--- config.mk ---
export PLATFORM = sky130hd
export DESIGN_NAME = usart_tx_scheduler
export DESIGN_NICKNAME = d
export VERILOG_FILES = /design/src/rtl/usart_pkg.sv /design/src/rtl/usart_rr_arbiter.sv /design/src/rtl/usart_tx_scheduler.sv
export SDC_FILE = /design/constraint.sdc
export NUM_CORES = 1
export LEC_CHECK = 0
export BUFFER_PORTS_ARGS = -buffer_cell sky130_fd_sc_hd__buf_4
export CORE_UTILIZATION = 49
export CTS_CLUSTER_DIAMETER = 120
export DETAILED_ROUTE_END_ITERATION = 6
export GPL_TIMING_DRIVEN = 0
export PLACE_DENSITY = 0.91
export SLEW_MARGIN = 15
export SYNTH_ARGS = -nofsm -noshare
export SYNTH_HDL_FRONTEND = slang
export SYNTH_SLANG_ARGS = --single-unit
--- constraint.sdc ---
create_clock -name i_txclk -period 4.2 [get_ports i_txclk]
set_input_delay 0.21 -clock i_txclk [delete_from_list [all_inputs] [get_ports i_txclk]]
set_output_delay 0.21 -clock i_txclk [all_outputs]
set_load 0.005 [all_outputs]
--- src/rtl/usart_pkg.sv ---
// Shared definitions for the USART transmit scheduler: state encoding and default frame width.
package usart_pkg;

  localparam int unsigned DATA_W_DEF = 8;

  typedef enum logic [1:0] {
    ST_IDLE       = 2'd0,
    ST_LOAD       = 2'd1,
    ST_WAIT_START = 2'd2,
    ST_WAIT_DONE  = 2'd3
  } tx_state_e;

endpackage

--- src/rtl/usart_rr_arbiter.sv ---
// Combinational round-robin pick: first requester found at ptr+1, ptr+2, ... (mod N).
module usart_rr_arbiter #(
  parameter int unsigned N = 4
) (
  input  logic [N-1:0]         req,
  input  logic [$clog2(N)-1:0] ptr,
  output logic [N-1:0]         grant,
  output logic [$clog2(N)-1:0] idx,
  output logic                 valid
);

  localparam int unsigned IW = $clog2(N);

  int unsigned c;

  always_comb begin
    grant = '0;
    idx   = '0;
    valid = 1'b0;
    c     = 0;
    for (int unsigned i = 1; i <= N; i++) begin
      c = (32'(ptr) + i) % N;
      if (!valid && req[c]) begin
        valid    = 1'b1;
        grant[c] = 1'b1;
        idx      = IW'(c);
      end
    end
  end

endmodule

--- src/rtl/usart_tx_scheduler.sv ---
// Shares one USART transmitter between N_CLIENTS requesters: round-robin grant,
// config latching, UDR load pulse, start timeout and per-client ack/done pulses.
module usart_tx_scheduler
  import usart_pkg::*;
#(
  parameter int unsigned N_CLIENTS = 4,
  parameter int unsigned DATA_W    = DATA_W_DEF,
  parameter int unsigned START_TMO = 16
) (
  input  logic                          i_txclk,
  input  logic                          i_rst,
  input  logic [N_CLIENTS-1:0]          i_req,
  input  logic [N_CLIENTS*DATA_W-1:0]   i_data,
  input  logic [N_CLIENTS-1:0]          i_upm1,
  input  logic [N_CLIENTS-1:0]          i_usbs,
  input  logic                          i_transmit_complete,
  input  logic                          i_clr_err,
  output logic                          o_data_in_udr,
  output logic [DATA_W-1:0]             o_tx_data,
  output logic                          o_tx_upm1,
  output logic                          o_tx_usbs,
  output logic [N_CLIENTS-1:0]          o_ack,
  output logic [N_CLIENTS-1:0]          o_done,
  output logic [$clog2(N_CLIENTS)-1:0]  o_grant_id,
  output logic                          o_busy,
  output logic                          o_timeout_err
);

  localparam int unsigned IW = $clog2(N_CLIENTS);
  localparam int unsigned CW = $clog2(START_TMO) + 1;

  tx_state_e              state, state_next;
  logic [IW-1:0]          ptr;
  logic [N_CLIENTS-1:0]   grant_oh;
  logic [N_CLIENTS-1:0]   arb_grant;
  logic [IW-1:0]          arb_idx;
  logic                   arb_valid;
  logic [CW-1:0]          cnt;
  logic                   grant_en;
  logic                   tmo_hit;

  usart_rr_arbiter #(.N(N_CLIENTS)) u_arb (
    .req   (i_req),
    .ptr   (ptr),
    .grant (arb_grant),
    .idx   (arb_idx),
    .valid (arb_valid)
  );

  always_ff @(posedge i_txclk) begin
    if (i_rst) state <= ST_IDLE;
    else       state <= state_next;
  end

  always_comb begin
    state_next    = state;
    grant_en      = 1'b0;
    tmo_hit       = 1'b0;
    o_data_in_udr = 1'b0;
    o_ack         = '0;
    o_done        = '0;
    o_busy        = (state != ST_IDLE);
    case (state)
      ST_IDLE: begin
        // A low transmit_complete means the transmitter is owned elsewhere.
        if (arb_valid && i_transmit_complete) begin
          grant_en   = 1'b1;
          state_next = ST_LOAD;
        end
      end
      ST_LOAD: begin
        o_data_in_udr = 1'b1;
        o_ack         = grant_oh;
        state_next    = ST_WAIT_START;
      end
      ST_WAIT_START: begin
        if (!i_transmit_complete) begin
          state_next = ST_WAIT_DONE;
        end else if (cnt == CW'(START_TMO - 1)) begin
          tmo_hit    = 1'b1;
          state_next = ST_IDLE;
        end
      end
      ST_WAIT_DONE: begin
        if (i_transmit_complete) begin
          o_done     = grant_oh;
          state_next = ST_IDLE;
        end
      end
      default: state_next = ST_IDLE;
    endcase
  end

  // Latched config stays valid until the next grant; the tx FSM samples it mid-frame.
  always_ff @(posedge i_txclk) begin
    if (i_rst) begin
      ptr           <= IW'(N_CLIENTS - 1);
      grant_oh      <= '0;
      o_tx_data     <= '0;
      o_tx_upm1     <= 1'b0;
      o_tx_usbs     <= 1'b0;
      o_grant_id    <= '0;
      cnt           <= '0;
      o_timeout_err <= 1'b0;
    end else begin
      if (grant_en) begin
        ptr        <= arb_idx;
        grant_oh   <= arb_grant;
        o_tx_data  <= i_data[arb_idx*DATA_W +: DATA_W];
        o_tx_upm1  <= i_upm1[arb_idx];
        o_tx_usbs  <= i_usbs[arb_idx];
        o_grant_id <= arb_idx;
      end
      if (state == ST_LOAD)
        cnt <= '0;
      else if (state == ST_WAIT_START && i_transmit_complete)
        cnt <= cnt + 1'b1;
      if (tmo_hit)
        o_timeout_err <= 1'b1;
      else if (i_clr_err)
        o_timeout_err <= 1'b0;
    end
  end

endmodule

After elaboration in Yosys (flattened, before gate mapping)
Index checks and enable logic that the tools add are counted.

word-level totals
  flip-flop bits (word level) = 26
  word-level logic and storage cells = 99
  output and inout port bits = 23

cells by class
  reduce and logical (&&, ||, !) cells = 17
  muxes and demuxes = 48
  add/sub/neg operators = 5
  bitwise gates (word level) = 3
  shift operators = 1
  eq/ne operators = 7
  order comparisons = 9

operator list
  cell                                                         count
  variable part select 32 x 6 -> 8 bit                         1
  2-to-1 mux 4 bit                                             7
  2-to-1 mux 1 bit                                             22
  2-to-1 mux 2 bit                                             8
  less-than comparator 2 x 3 -> 1 bit (second input constant)  5
  binary-select mux 1 bit (select 2 bit)                       6
  OR 4 bit                                                     3
  logical AND 1 bit                                            9
  demux 1 bit (select 2 bit)                                   4
  >= comparator 2 x 1 -> 1 bit (second input constant)         4
  one-hot mux 2 bit (4 select lines)                           1
  adder 5 x 1 -> 5 bit (second input constant)                 1
  == test 5 x 4 -> 1 bit (second input constant)               1
  adder 2 x 1 -> 2 bit (second input constant)                 2
  adder 2 bit (second input constant)                          2
  == test 2 bit (second input constant)                        2
  inequality test 2 bit (second input constant)                2
  nonzero test 2 bit                                           2
  logical NOT 1 bit                                            3
  inequality test 3 bit (second input constant)                1
  AND reduction 3 bit                                          1
  == test 2 x 1 -> 1 bit (second input constant)               1
  logical NOT 2 bit                                            1
  OR reduction 2 bit                                           1

Depth between registers and ports, before layout
Gate-level depths: netlist of run 1.

  word-level depth = 16
  gate-level depth with buffers = 11
  mapped depth without buffers = 8

Cells and area by module
From an unflattened synthesis of run 1, not the netlist that was laid out.

second synthesis, totals
  cell total of the unflattened synthesis = 226
  area, all modules = 1940.6 µm²

by module, submodules not included
  module              sequential area each (µm²)  instances  area each (µm²)  cells an instance
  usart_tx_scheduler  520.5                       1          1311.3           140
  usart_rr_arbiter    0.0                         1          629.4            86

Worst setup path before layout of run 1
No wires, ideal clock.

  path kind = reg-to-reg
  from = register ptr[0]
  to = register o_tx_usbs
  required time = 4076 ps
  data arrival time = 2778 ps
  setup slack = 1298 ps
  library setup time = 124 ps
  buffers on the path = 3
  stages on the path, launching flop included = 12
  path through = dfxtp_1 -> buf_6 -> inv_1 -> ha_1 -> mux4_2 -> nor2b_1 -> buf_6 -> o21a_1 -> or2_1 -> buf_6 -> a211oi_1 -> o31ai_1

between the ends
  cells in the longest elaborated chain, start to end = 16
  elaborated cells on any way between the ends = 31
  classes of those cells = add/sub (4); mux (20); reduce/logical (7)

RTL lines
  item                                    line                       text
  start: declaration                      usart_tx_scheduler.sv:33   logic [IW-1:0] ptr;
  start signal: assignment                usart_tx_scheduler.sv:97   ptr <= IW'(N_CLIENTS - 1);
  start signal: assignment                usart_tx_scheduler.sv:107  ptr <= arb_idx;
  adder 2 x 1 -> 2 bit                    usart_rr_arbiter.sv:22     c = (32'(ptr) + i) % N;
  binary-select mux 1 bit (select 2 bit)  usart_rr_arbiter.sv:23     if (!valid && req[c]) begin
  2-to-1 mux 1 bit (not written as such)  usart_rr_arbiter.sv:23
  2-to-1 mux 1 bit                        usart_rr_arbiter.sv:23
  logical NOT 1 bit                       usart_rr_arbiter.sv:23
  logical AND 1 bit                       usart_rr_arbiter.sv:23
  2-to-1 mux 1 bit                        usart_rr_arbiter.sv:23
  logical NOT 1 bit                       usart_rr_arbiter.sv:23
  logical AND 1 bit                       usart_rr_arbiter.sv:23
  2-to-1 mux 1 bit                        usart_rr_arbiter.sv:23
  logical NOT 1 bit                       usart_rr_arbiter.sv:23
  logical AND 1 bit                       usart_rr_arbiter.sv:23
  2-to-1 mux 1 bit                        usart_rr_arbiter.sv:23
  logical AND 1 bit                       usart_tx_scheduler.sv:66   if (arb_valid && i_transmit_complete) begin
  2-to-1 mux 1 bit                        usart_tx_scheduler.sv:66
  2-to-1 mux 1 bit                        usart_tx_scheduler.sv:63   case (state)
  end signal: assignment                  usart_tx_scheduler.sv:111  o_tx_usbs <= i_usbs[arb_idx];
  end: declaration                        usart_tx_scheduler.sv:21   output logic o_tx_usbs,

Several ways; a longest one is shown, not always the timed one. The select of a mux whose other input is x is not followed.
A chain may end at the register's enable or synchronous reset.

Worst setup path after layout of run 1
  from = register ptr[0]
  to = register o_tx_data[1]

between the ends
  cells in the longest elaborated chain, start to end = 16
  elaborated cells on any way between the ends = 30
  classes of those cells = add/sub (4); shift (1); mux (18); reduce/logical (7)

RTL lines
  item                                                                           line                       text
  parallel branches: the longest is 16 deep, another holds adder 2 x 1 -> 2 bit  --
  end signal: assignment                                                         usart_tx_scheduler.sv:109  o_tx_data <= i_data[arb_idx*DATA_W +: DATA_W];
  end: declaration                                                               usart_tx_scheduler.sv:19   output logic [DATA_W-1:0] o_tx_data,

Parallel ways; which one is timed is not known. The select of a mux whose other input is x is not followed.

==> impl_metrics.py, run 1 <==
metrics = {
    "synthesis": {
        "synthAdderAreaFrac": 0.06720,
        "async_flop_share": 0,
        "synthMuxAreaShare": 0.07661,
        "yosysWarnings": 0,
        "ys.flop_type": "dfxtp_1",
        "synth_simple_gate_area_share": 0.2581,
        "synthesis.nets": 267,
        "netlist_area_um2": 1862,
        "synth_top_family_by_area": "simple AND/OR/NAND/NOR gates",
        "synth_xor_xnor_area_share": 0.01411,
        "synthDominantCellAreaShare": 0.2796,
        "synth_cell_types": 39,
        "ys_seq_area_frac": 0.2796,
        "synthCells": 209,
        "yosys.area.top_type": "dfxtp_1",
        "postSynthAreaPerCell_um2": 8.908,
        "synth_edf_count": 0,
        "synth-compound-area-share": 0.2406,
        "synth_area_leaders": "dfxtp_1 28%, a211oi_1 10%, nor3b_1 8.1%",
        "ys_ff_latch": 26,
    },
    "cts": {
        "clockBufferDepth": 2,
        "cts_sinks": 26,
        "worstSkewPairLatency_ns": 0.27,
        "cts_setup_buffers": 0,
        "post_cts_resized": 0,
        "clk_pin_slew_worst_paths_ns": 0.09,
        "cts_hold_buf": 0,
        "ctsHtreeMaxLevel": 1,
        "cts_tree": "done",
        "numCtsBuffers": 3,
        "cts-root-buf": "clkbuf_8",
    },
    "sta": {
        "slew_violations": 0,
        "rsz0062_at_grt": "no",
        "setup_viol": 0,
        "tns_ns": 0,
        "worst_pin_slew_ns": 0.5043,
        "min_period_over_period": 0.8011,
        "timing.fmax_mhz": 297.2,
        "layout_min_cycle_time_ns": 3.365,
        "finClkSkew_ns": 0.001495,
        "max_slew_margin": 0.6638,
        "hold_viol": 0,
    },
    "setup_path": {
        "path_cells": "buf_6, inv_1, ha_1, mux4_2, nor2b_1, buf_6, o21a_1, or2_1, buf_6, a211oi_1, o31ai_1",
        "cp.arrival_ns": 3.52,
        "path_max_fanout": 10,
        "critPathKind": "reg2reg",
        "crit_buf_inv": 4,
        "critPathSlowestCell": "mux4_2",
        "crit_top_cell": "buf_6",
        "slowest_delay_ns": 0.57,
        "crit_family": "compound AO/OA/AOI/OAI gates",
        "endpoint_kind": "flip-flop",
        "critPathLaunchType": "flip-flop",
        "crit_required_ns": 4.36,
    },
    "power": {
        "leakagePower_uw": 0.001100,
        "intPower_uw": 720.2,
        "netSwitchingFraction": 0.3863,
        "clockPowerShare": 0.176,
        "p_switching_uw": 453.4,
        "pwr-share-seq": 0.283,
        "p_per_area_nw_per_um2": 466.0,
        "ir_drop_mv": 0.3206,
        "combPwrFrac": 0.540,
    },
    "cells_and_area": {
        "final_nets": 342,
        "drive_gt1_frac": 0.3357,
        "area_growth_syn_to_layout_pct": 35.28,
        "fin_cells": 331,
        "antenna_cells": 0,
    },
    "hold_path": {
        "hold_class": "in2reg",
    },
    "job": {
        "maxCapViolCount": 0,
    },
    "die": {
        "rows": 22,
        "dieArea_um2": 4050,
        "initial_core_util": 0.5085,
        "fp.dieH_um": 63.64,
        "coreArea_um2": 3661,
        "die_x_um": 63.64,
        "num_io_pins": 71,
    },
    "drt": {
        "drt_pass1_iterations": 4,
        "vias": 1851,
        "wl_per_cell_um": 14.08,
        "drc": 0,
        "ant_nets": 0,
        "routed_wl_um": 4662,
        "vias_per_cell": 5.592,
        "drt-initial-drc-count": 97,
    },
    "placed_design": {
        "io_buffers": 70,
        "gp_congestion": 0.7935,
        "dpl.hpwl_um": 3660,
        "place_inst": 327,
    },
    "grt": {
        "overflow": 0,
        "grt_pass1_wl_um": 7900,
        "grt_pass1_vias": 1679,
        "grt_max_degree": 16,
        "grt.total_usage": 0.2435,
        "antenna_found_initial": 0,
    },
    "status": {
        "status": "finished clean",
    },
}
-- cell usage in the layout (no fill, tap or decap), types with 3 or more instances in the layout --
cell type / synthesis / final
inv_1: 5 / 5
buf_6: 4 / 4
buf_2: 7 / 7
nand2_1: 4 / 4
buf_4: 0 / 70
nor2b_1: 4 / 4
clkbuf_1: 4 / 4
ha_1: 10 / 10
o31ai_1: 10 / 10
nor3_1: 3 / 3
nor3b_1: 20 / 20
mux4_2: 4 / 4
and2_1: 8 / 8
dfxtp_1: 26 / 26
a221oi_1: 4 / 4
a211oi_1: 25 / 25
a22oi_1: 4 / 4
nand3b_1: 10 / 10
clkbuf_8: 0 / 3
a21oi_1: 4 / 4
nor2_1: 23 / 23
mux2i_1: 3 / 3
-- per-stage QoR --
stage | util | hold slack [ns] | total power (uW) | setup slack [ns] | cell area [um^2]
4_1_cts | 0.6880 | 0.1748 | 1173 | 0.8407 | 2519
3_5_place_dp | 0.6685 | 0.4577 | 966.6 | 0.8557 | 2447
6_report | 0.6880 | 0.1734 | 1174 | 0.8352 | 2519
5_1_grt | 0.6880 | 0.1653 | 1267 | 0.6851 | 2519
3_3_place_gp | 0.6685 | 0.4386 | 943.9 | 0.9473 | 2447
2_1_floorplan | - | 0.3143 | 771.7 | 1.298 | 1862
-- sequential cells by signal, summed over array words and instances, names as in the netlist --
| signal | flops |
|---|---|
| o_tx_data | 8 |
| cnt | 5 |
| grant_oh | 4 |
| o_grant_id | 2 |
| ptr | 2 |
| state | 2 |
| o_timeout_err | 1 |
| o_tx_upm1 | 1 |
| o_tx_usbs | 1 |
-- cell usage after synthesis (2+ instances only) --
library cell	count
a211oi_1	25
o21ai_0	2
buf_6	4
xor2_1	2
clkbuf_1	4
mux4_2	4
nor3_1	3
dfxtp_1	26
nand2_1	4
nor2b_1	4
o21a_1	2
o31ai_1	10
buf_2	7
a22oi_1	4
ha_1	10
and3_1	2
o211a_1	2
inv_1	5
mux2i_1	3
a21oi_1	4
nor3b_1	20
and2_1	8
nand3b_1	10
mux2_2	2
nor2_1	23
a221oi_1	4
or2_1	2
nand2b_1	2
-- path summary, 6_finish.rpt --
kind / start / slack, ns / cells after the start / endpoint
hold reg to reg: o_grant_id[0] / 0.47 / 2 / o_grant_id[0]
hold / removal: i_rst / 0.17 / 2 / ptr[0]
setup / recovery: ptr[0] / 0.84 / 11 / o_tx_data[1]
setup reg to reg: ptr[0] / 0.84 / 11 / o_tx_data[1]
-- power by group through the flow --
stage	combinational (uW)	clock, uW	sequential [uW]
2_1_floorplan	440	0	332
3_3_place_gp	608	0	336
3_5_place_dp	629	0	338
4_1_cts	632	209	332
5_1_grt	705	223	340
6_report	634	207	333
-- routing by layer --
layer  part of all wire  global-route usage  up-vias
li1                   -                   -      934
met1               0.44              0.3274      857
met2               0.50              0.3936       56
met3              0.049             0.04167        4
met4             0.0071             0.07386        0
met5                  0                   0        -
-- final cells by class --
cell class | instances | area [um^2]
buffer | 16 | 100.1
clock inverter | 1 | 30.03
clock buffer | 3 | 41.29
multi-input combinational | 162 | 1222
timing repair buffer | 70 | 525.5
inverter | 5 | 18.77
fill | 305 | 1142
sequential | 26 | 520.5
tap | 48 | 60.06
-- logic make-up after synthesis --
kind of cell,count (synthesis)
AND/OR/NAND/NOR,81
AO/OA/AOI/OAI,59
flip-flops,26
buffers and inverters,21
adder cells (fa/ha/maj),10
multiplexers,9
XOR/XNOR,3
-- worst reg2reg max path, stage by stage (launching register included) --
cell,delay [ns]
dfxtp_1,0.50
buf_6,0.21
inv_1,0.13
ha_1,0.45
mux4_2,0.57
nor2b_1,0.16
buf_6,0.14
o21a_1,0.21
or2_1,0.26
buf_6,0.15
a211oi_1,0.36
o31ai_1,0.12
No activity file was read; power rests on OpenSTA's default activity.
==> run 2: changes to the inputs <==
Settings changed: CORE_UTILIZATION 49 to 44, PLACE_DENSITY 0.91 to 0.87.
Clock period 4.2 ns to 2.9 ns, I/O delays scaled along.
==> run 2 against run 1 <==
Net effect:
- critical path depth is the same
- largest cell class unchanged
- the flow now finishes with violations (negative setup slack)
- worst setup slack lost 0.84 ns
- hold slack worse by 0.062 ns
- critical path type unchanged
- sequential share of layout area fell by 1.7 points
- sequential power grew 44%
- final cell count up 2.4%
- via count grew 4.2%
==> impl_metrics.py, run 2 (same netlist as run 1, synthesis figures left out) <==
metrics = {
    "placed_design": {
        "gp_congestion": 0.8002,
        "place_area_um2": 2462,
        "dpl.hpwl_um": 3692,
        "io_buffers": 70,
    },
    "power": {
        "p_per_area_nw_per_um2": 711.3,
        "ir_drop_mv": 0.5382,
        "power_uw": 1976,
        "leakagePower_uw": 0.001172,
    },
    "status": {
        "violations": "negative setup slack",
        "status": "complete, but fails checks",
    },
    "setup_path": {
        "crit_required_ns": 3.06,
        "critPathLaunchType": "flip-flop",
        "critPathKind": "reg2reg",
        "path_cells": "buf_8, clkinvlp_4, ha_4, mux4_2, nor2b_1, buf_6, o21a_1, or2_4, buf_6, a211oi_1, o31ai_1",
        "critPathSlowestCell": "mux4_2",
        "cp.arrival_ns": 3.07,
        "path_max_fanout": 10,
        "endpoint_kind": "flip-flop",
        "crit_top_cell": "buf_6",
        "slowest_delay_ns": 0.55,
    },
    "grt": {
        "antenna_found_initial": 0,
        "grt_max_degree": 16,
        "grt_pass1_wl_um": 7590,
        "grt.total_usage": 0.2189,
        "overflow": 0,
        "grt_pass1_vias": 1761,
    },
    "drt": {
        "ant_nets": 0,
        "wl_per_cell_um": 16.25,
        "drt_pass1_iterations": 4,
        "vias_per_cell": 5.690,
        "drc": 0,
        "routed_wl_um": 5508,
        "vias": 1929,
        "drt-initial-drc-count": 111,
    },
    "die": {
        "num_io_pins": 71,
        "fp.dieH_um": 67.05,
        "coreArea_um2": 4029,
        "dieArea_um2": 4496,
        "rows": 23,
        "die_x_um": 67.05,
        "initial_core_util": 0.4621,
    },
    "cells_and_area": {
        "layout_common_cells": "78 x buf_4, 24 x dfxtp_1, 23 x nor2_1, 12 x a211oi_1",
        "area_growth_syn_to_layout_pct": 49.19,
        "top_regs": "o_tx_data (8), cnt (5), grant_oh (4)",
        "final_nets": 348,
        "largest_reg_flops": 8,
        "finalInstanceArea_um2": 2778,
        "final_common_cell": "buf_4",
        "largest_register": "o_tx_data",
        "fin_util": 0.6894,
        "antenna_cells": 0,
        "drive_gt1_frac": 0.4533,
    },
    "job": {
        "maxCapViolCount": 0,
    },
    "cts": {
        "numCtsBuffers": 3,
        "ctsHtreeMaxLevel": 1,
        "cts_sinks": 26,
        "cts-root-buf": "clkbuf_8",
        "clockBufferDepth": 2,
        "worstSkewPairLatency_ns": 0.27,
        "clk_pin_slew_worst_paths_ns": 0.09,
        "cts_hold_buf": 0,
        "cts_tree": "done",
    },
    "sta": {
        "worst_pin_slew_ns": 0.4888,
        "finClkSkew_ns": 0.008715,
        "slew_violations": 0,
        "max_slew_margin": 0.6730,
        "fin_ws_ns": -0.007478,
        "layout_min_cycle_time_ns": 2.907,
        "setup_viol": 1,
        "min_period_over_period": 1.003,
        "hold_viol": 0,
        "timing.fmax_mhz": 343.9,
    },
    "hold_path": {
        "hold_class": "in2reg",
    },
}
## run 2: changes by cell type in the layout (fill, tap and decap cells not counted), moves of 6 or more
| cell | before | now |
|---|---|---|
| buf_4 | 70 | 78 |
| nor3b_2 | 0 | 6 |
| nor3b_1 | 20 | 10 |
| a211oi_1 | 25 | 12 |
| a211oi_2 | 0 | 9 |
## run 2: final cells by class
cell class	instances	area, um^2
fill	330	1251
sequential	26	528.0
inverter	5	22.52
clock inverter	1	30.03
clock buffer	3	41.29
tap	50	62.56
multi-input combinational	162	1413
buffer	16	110.1
timing repair buffer	76	570.5
## run 2: repair_timing
action / 4_1_cts / 5_1_grt
pin swaps: 0 / 4
setup buffers: 2 / 4
setup endpoints to repair: 16 / 10
gates resized for setup: 17 / 27
## run 2: through the flow
stage | instances | setup slack (ns) | TNS, ns | hold slack (ns)
after floorplan | 209 | 0.08866 | 0 | 0.2493
after CTS | 335 | 0.01719 | 0 | 0.1107
final | 339 | -0.007478 | -0.007478 | 0.1119
after global routing | 339 | -0.08608 | -0.3755 | 0.1302
after detailed placement | 329 | -0.3484 | -2.802 | 0.3853
after global placement | 329 | -0.2860 | -2.093 | 0.3754
## run 2: worst paths after layout
| kind | from | endpoint | slack, ns | cells after the start |
|---|---|---|---|---|
| setup / recovery | ptr[0] | o_tx_data[3] | -0.007 | 11 |
| hold / removal | i_rst | ptr[0] | 0.11 | 2 |
| setup reg to reg | ptr[0] | o_tx_data[3] | -0.007 | 11 |
| hold reg to reg | o_grant_id[0] | o_grant_id[0] | 0.48 | 2 |
## run 2: per-layer routing
| layer | vias to the layer above | global-route usage | routed length (um) |
|---|---|---|---|
| li1 | 943 | - | - |
| met1 | 917 | 0.2831 | 2388 |
| met2 | 58 | 0.3638 | 2779 |
| met3 | 11 | 0.03253 | 223 |
| met4 | 0 | 0.07713 | 117 |
| met5 | - | 0 | 0 |
## run 2: worst max-delay path, delay by kind of cell, from the launching register on
family          cells  cell delay [ns]
compound gates      3             0.62
buf+inv             4             0.50
simple gates        2             0.44
flops               1             0.37
fa+ha+maj           1             0.32
mux                 1             0.55
## run 2: power breakdown
group	internal, uW	switching (uW)
Sequential	430	50.9
Combinational	549	647
Clock	185	114
Total	1160	812
==> run 3: changes to the inputs <==
Settings changed: CORE_ASPECT_RATIO set to 1.5, PLACE_DENSITY 0.87 to unset, PLACE_DENSITY_LB_ADDON set to 0.25.
==> run 3 against run 2 <==
Net effect:
- the run now ends clean
- non-clock buffer count decreased by 1
- largest cell class unchanged
- clock skew decreased by 0.0040 ns
- flip-flop and latch count unchanged
- clock power decreased by 25%
- register-to-register slack improved by 0.10 ns
- power decreased by 11%
- wire length decreased by 13%
==> impl_metrics.py, run 3 (same netlist as run 1, synthesis figures left out) <==
metrics = {
    "status": {
        "status": "finished clean",
    },
    "sta": {
        "tns_ns": 0,
        "min_period_over_period": 0.9670,
        "finClkSkew_ns": 0.004666,
        "max_slew_margin": 0.6706,
        "fin_ws_ns": 0.09573,
        "slew_violations": 0,
        "hold_viol": 0,
        "setup_viol": 0,
        "timing.fmax_mhz": 356.6,
        "worst_pin_slew_ns": 0.4923,
        "layout_min_cycle_time_ns": 2.804,
        "rsz0062_at_grt": "yes",
    },
    "drt": {
        "vias_per_cell": 5.658,
        "routed_wl_um": 4782,
        "vias": 1884,
        "wl_per_cell_um": 14.36,
        "drt-initial-drc-count": 59,
        "ant_nets": 0,
        "drt_pass1_iterations": 6,
        "drc": 0,
    },
    "cells_and_area": {
        "final_nets": 347,
        "top_regs": "o_tx_data (8), cnt (5), grant_oh (4)",
        "largest_register": "o_tx_data",
        "largest_reg_flops": 8,
        "antenna_cells": 0,
        "fin_util": 0.6601,
        "final_common_cell": "buf_4",
        "finalInstanceArea_um2": 2636,
        "layout_common_cells": "76 x buf_4, 24 x dfxtp_1, 23 x nor2_1, 16 x a211oi_1, 16 x nor3b_1",
        "drive_gt1_frac": 0.4132,
        "fill_cells": 349,
        "area_growth_syn_to_layout_pct": 41.60,
    },
    "setup_path": {
        "r2r_cells": 10,
        "critPathLaunchType": "flip-flop",
        "r2r_slack_ns": 0.1,
        "r2r-end": "o_tx_data[7]",
        "crit_required_ns": 3.05,
        "cp.arrival_ns": 2.96,
        "crit_buf_inv": 3,
        "critPathSlowestCell": "mux4_2",
        "endpoint_kind": "flip-flop",
        "crit_family": "compound AO/OA/AOI/OAI gates",
        "crit_top_cell": "buf_6",
        "slowest_delay_ns": 0.53,
        "critPathKind": "reg2reg",
        "path_max_fanout": 10,
        "path_cells": "clkinvlp_4, ha_4, mux4_2, nor2b_1, buf_6, o21a_1, or2_1, buf_6, a211oi_2, o31ai_1",
        "reg2reg_from": "ptr[1]",
    },
    "grt": {
        "antenna_found_initial": 0,
        "grt.total_usage": 0.2193,
        "overflow": 0,
        "grt_max_degree": 16,
        "grt_pass1_vias": 1726,
        "grt_pass1_wl_um": 7500,
    },
    "power": {
        "ir_drop_mv": 0.7229,
        "leakagePower_uw": 0.001121,
        "power_uw": 1749,
        "p_per_area_nw_per_um2": 663.3,
    },
    "die": {
        "die_x_um": 55.11,
        "initial_core_util": 0.4662,
        "fp.dieH_um": 81.67,
        "rows": 28,
        "dieArea_um2": 4501,
        "num_io_pins": 71,
        "coreArea_um2": 3994,
    },
    "cts": {
        "ctsHtreeMaxLevel": 1,
        "cts_hold_buf": 0,
        "clockBufferDepth": 2,
        "cts-root-buf": "clkbuf_8",
        "numCtsBuffers": 3,
        "clk_pin_slew_worst_paths_ns": 0.09,
        "worstSkewPairLatency_ns": 0.26,
        "cts_tree": "done",
        "cts_sinks": 26,
    },
    "hold_path": {
        "min-delay-start": "i_rst",
        "holdPathStages": 2,
        "hold_end": "ptr[0]",
        "hold_class": "in2reg",
    },
    "placed_design": {
        "dpl.hpwl_um": 3591,
        "io_buffers": 70,
        "pre_cts_slack_ns": -0.2742,
        "place_area_um2": 2456,
        "gp_congestion": 0.8243,
    },
    "job": {
        "maxCapViolCount": 0,
    },
}
-- run 3: how the worst max path moves through the flow --
stage	from	depth (start not counted)	endpoint
2_1_floorplan	ptr[0]	11	o_tx_usbs
3_3_place_gp	ptr[0]	11	o_tx_data[3]
3_5_place_dp	ptr[0]	11	o_tx_data[3]
4_1_cts	ptr[0]	10	o_tx_data[3]
5_1_grt	ptr[1]	10	o_tx_data[7]
6_report	ptr[1]	10	o_tx_data[7]
-- run 3: layer usage --
layer / global-route usage / vias to the layer above / part of all wire
li1: - / 946 / -
met1: 0.2644 / 876 / 0.41
met2: 0.3964 / 58 / 0.53
met3: 0.02593 / 4 / 0.043
met4: 0.05250 / 0 / 0.0098
met5: 0 / - / 0
-- run 3: repair_timing --
| action | CTS | global route |
|---|---|---|
| setup endpoints to repair | 16 | 10 |
| hold endpoints to repair | 0 | 0 |
| pin swaps | 0 | 1 |
| gates resized for setup | 9 | 14 |
| buffers inserted | 1 | 5 |
| gates cloned | 0 | 0 |
-- run 3: layout make-up --
class                   count  area, um^2  area share
plain buffers              15       92.59     0.03512
clock buffers               4       55.05     0.02088
inverters                   5       26.28    0.009967
multi-input cells         162        1308      0.4960
flip-flops and latches     26       528.0      0.2003
well taps                  45       56.30     0.02136
repair buffers             76       570.5      0.2164
-- run 3: where the power goes --
group | total [uW] | switching (uW) | leakage [uW] | internal (uW)
clock network | 225 | 105 | 0.0000288 | 121
registers | 481 | 51.2 | 0.000213 | 430
logic | 1040 | 551 | 0.000879 | 492
-- run 3: through the flow --
step / instances / hold slack, ns
final: 333 / 0.1227
after global placement: 324 / 0.3709
after CTS: 328 / 0.1141
after detailed placement: 324 / 0.3835
after floorplan: 209 / 0.2493
after global routing: 333 / 0.1375
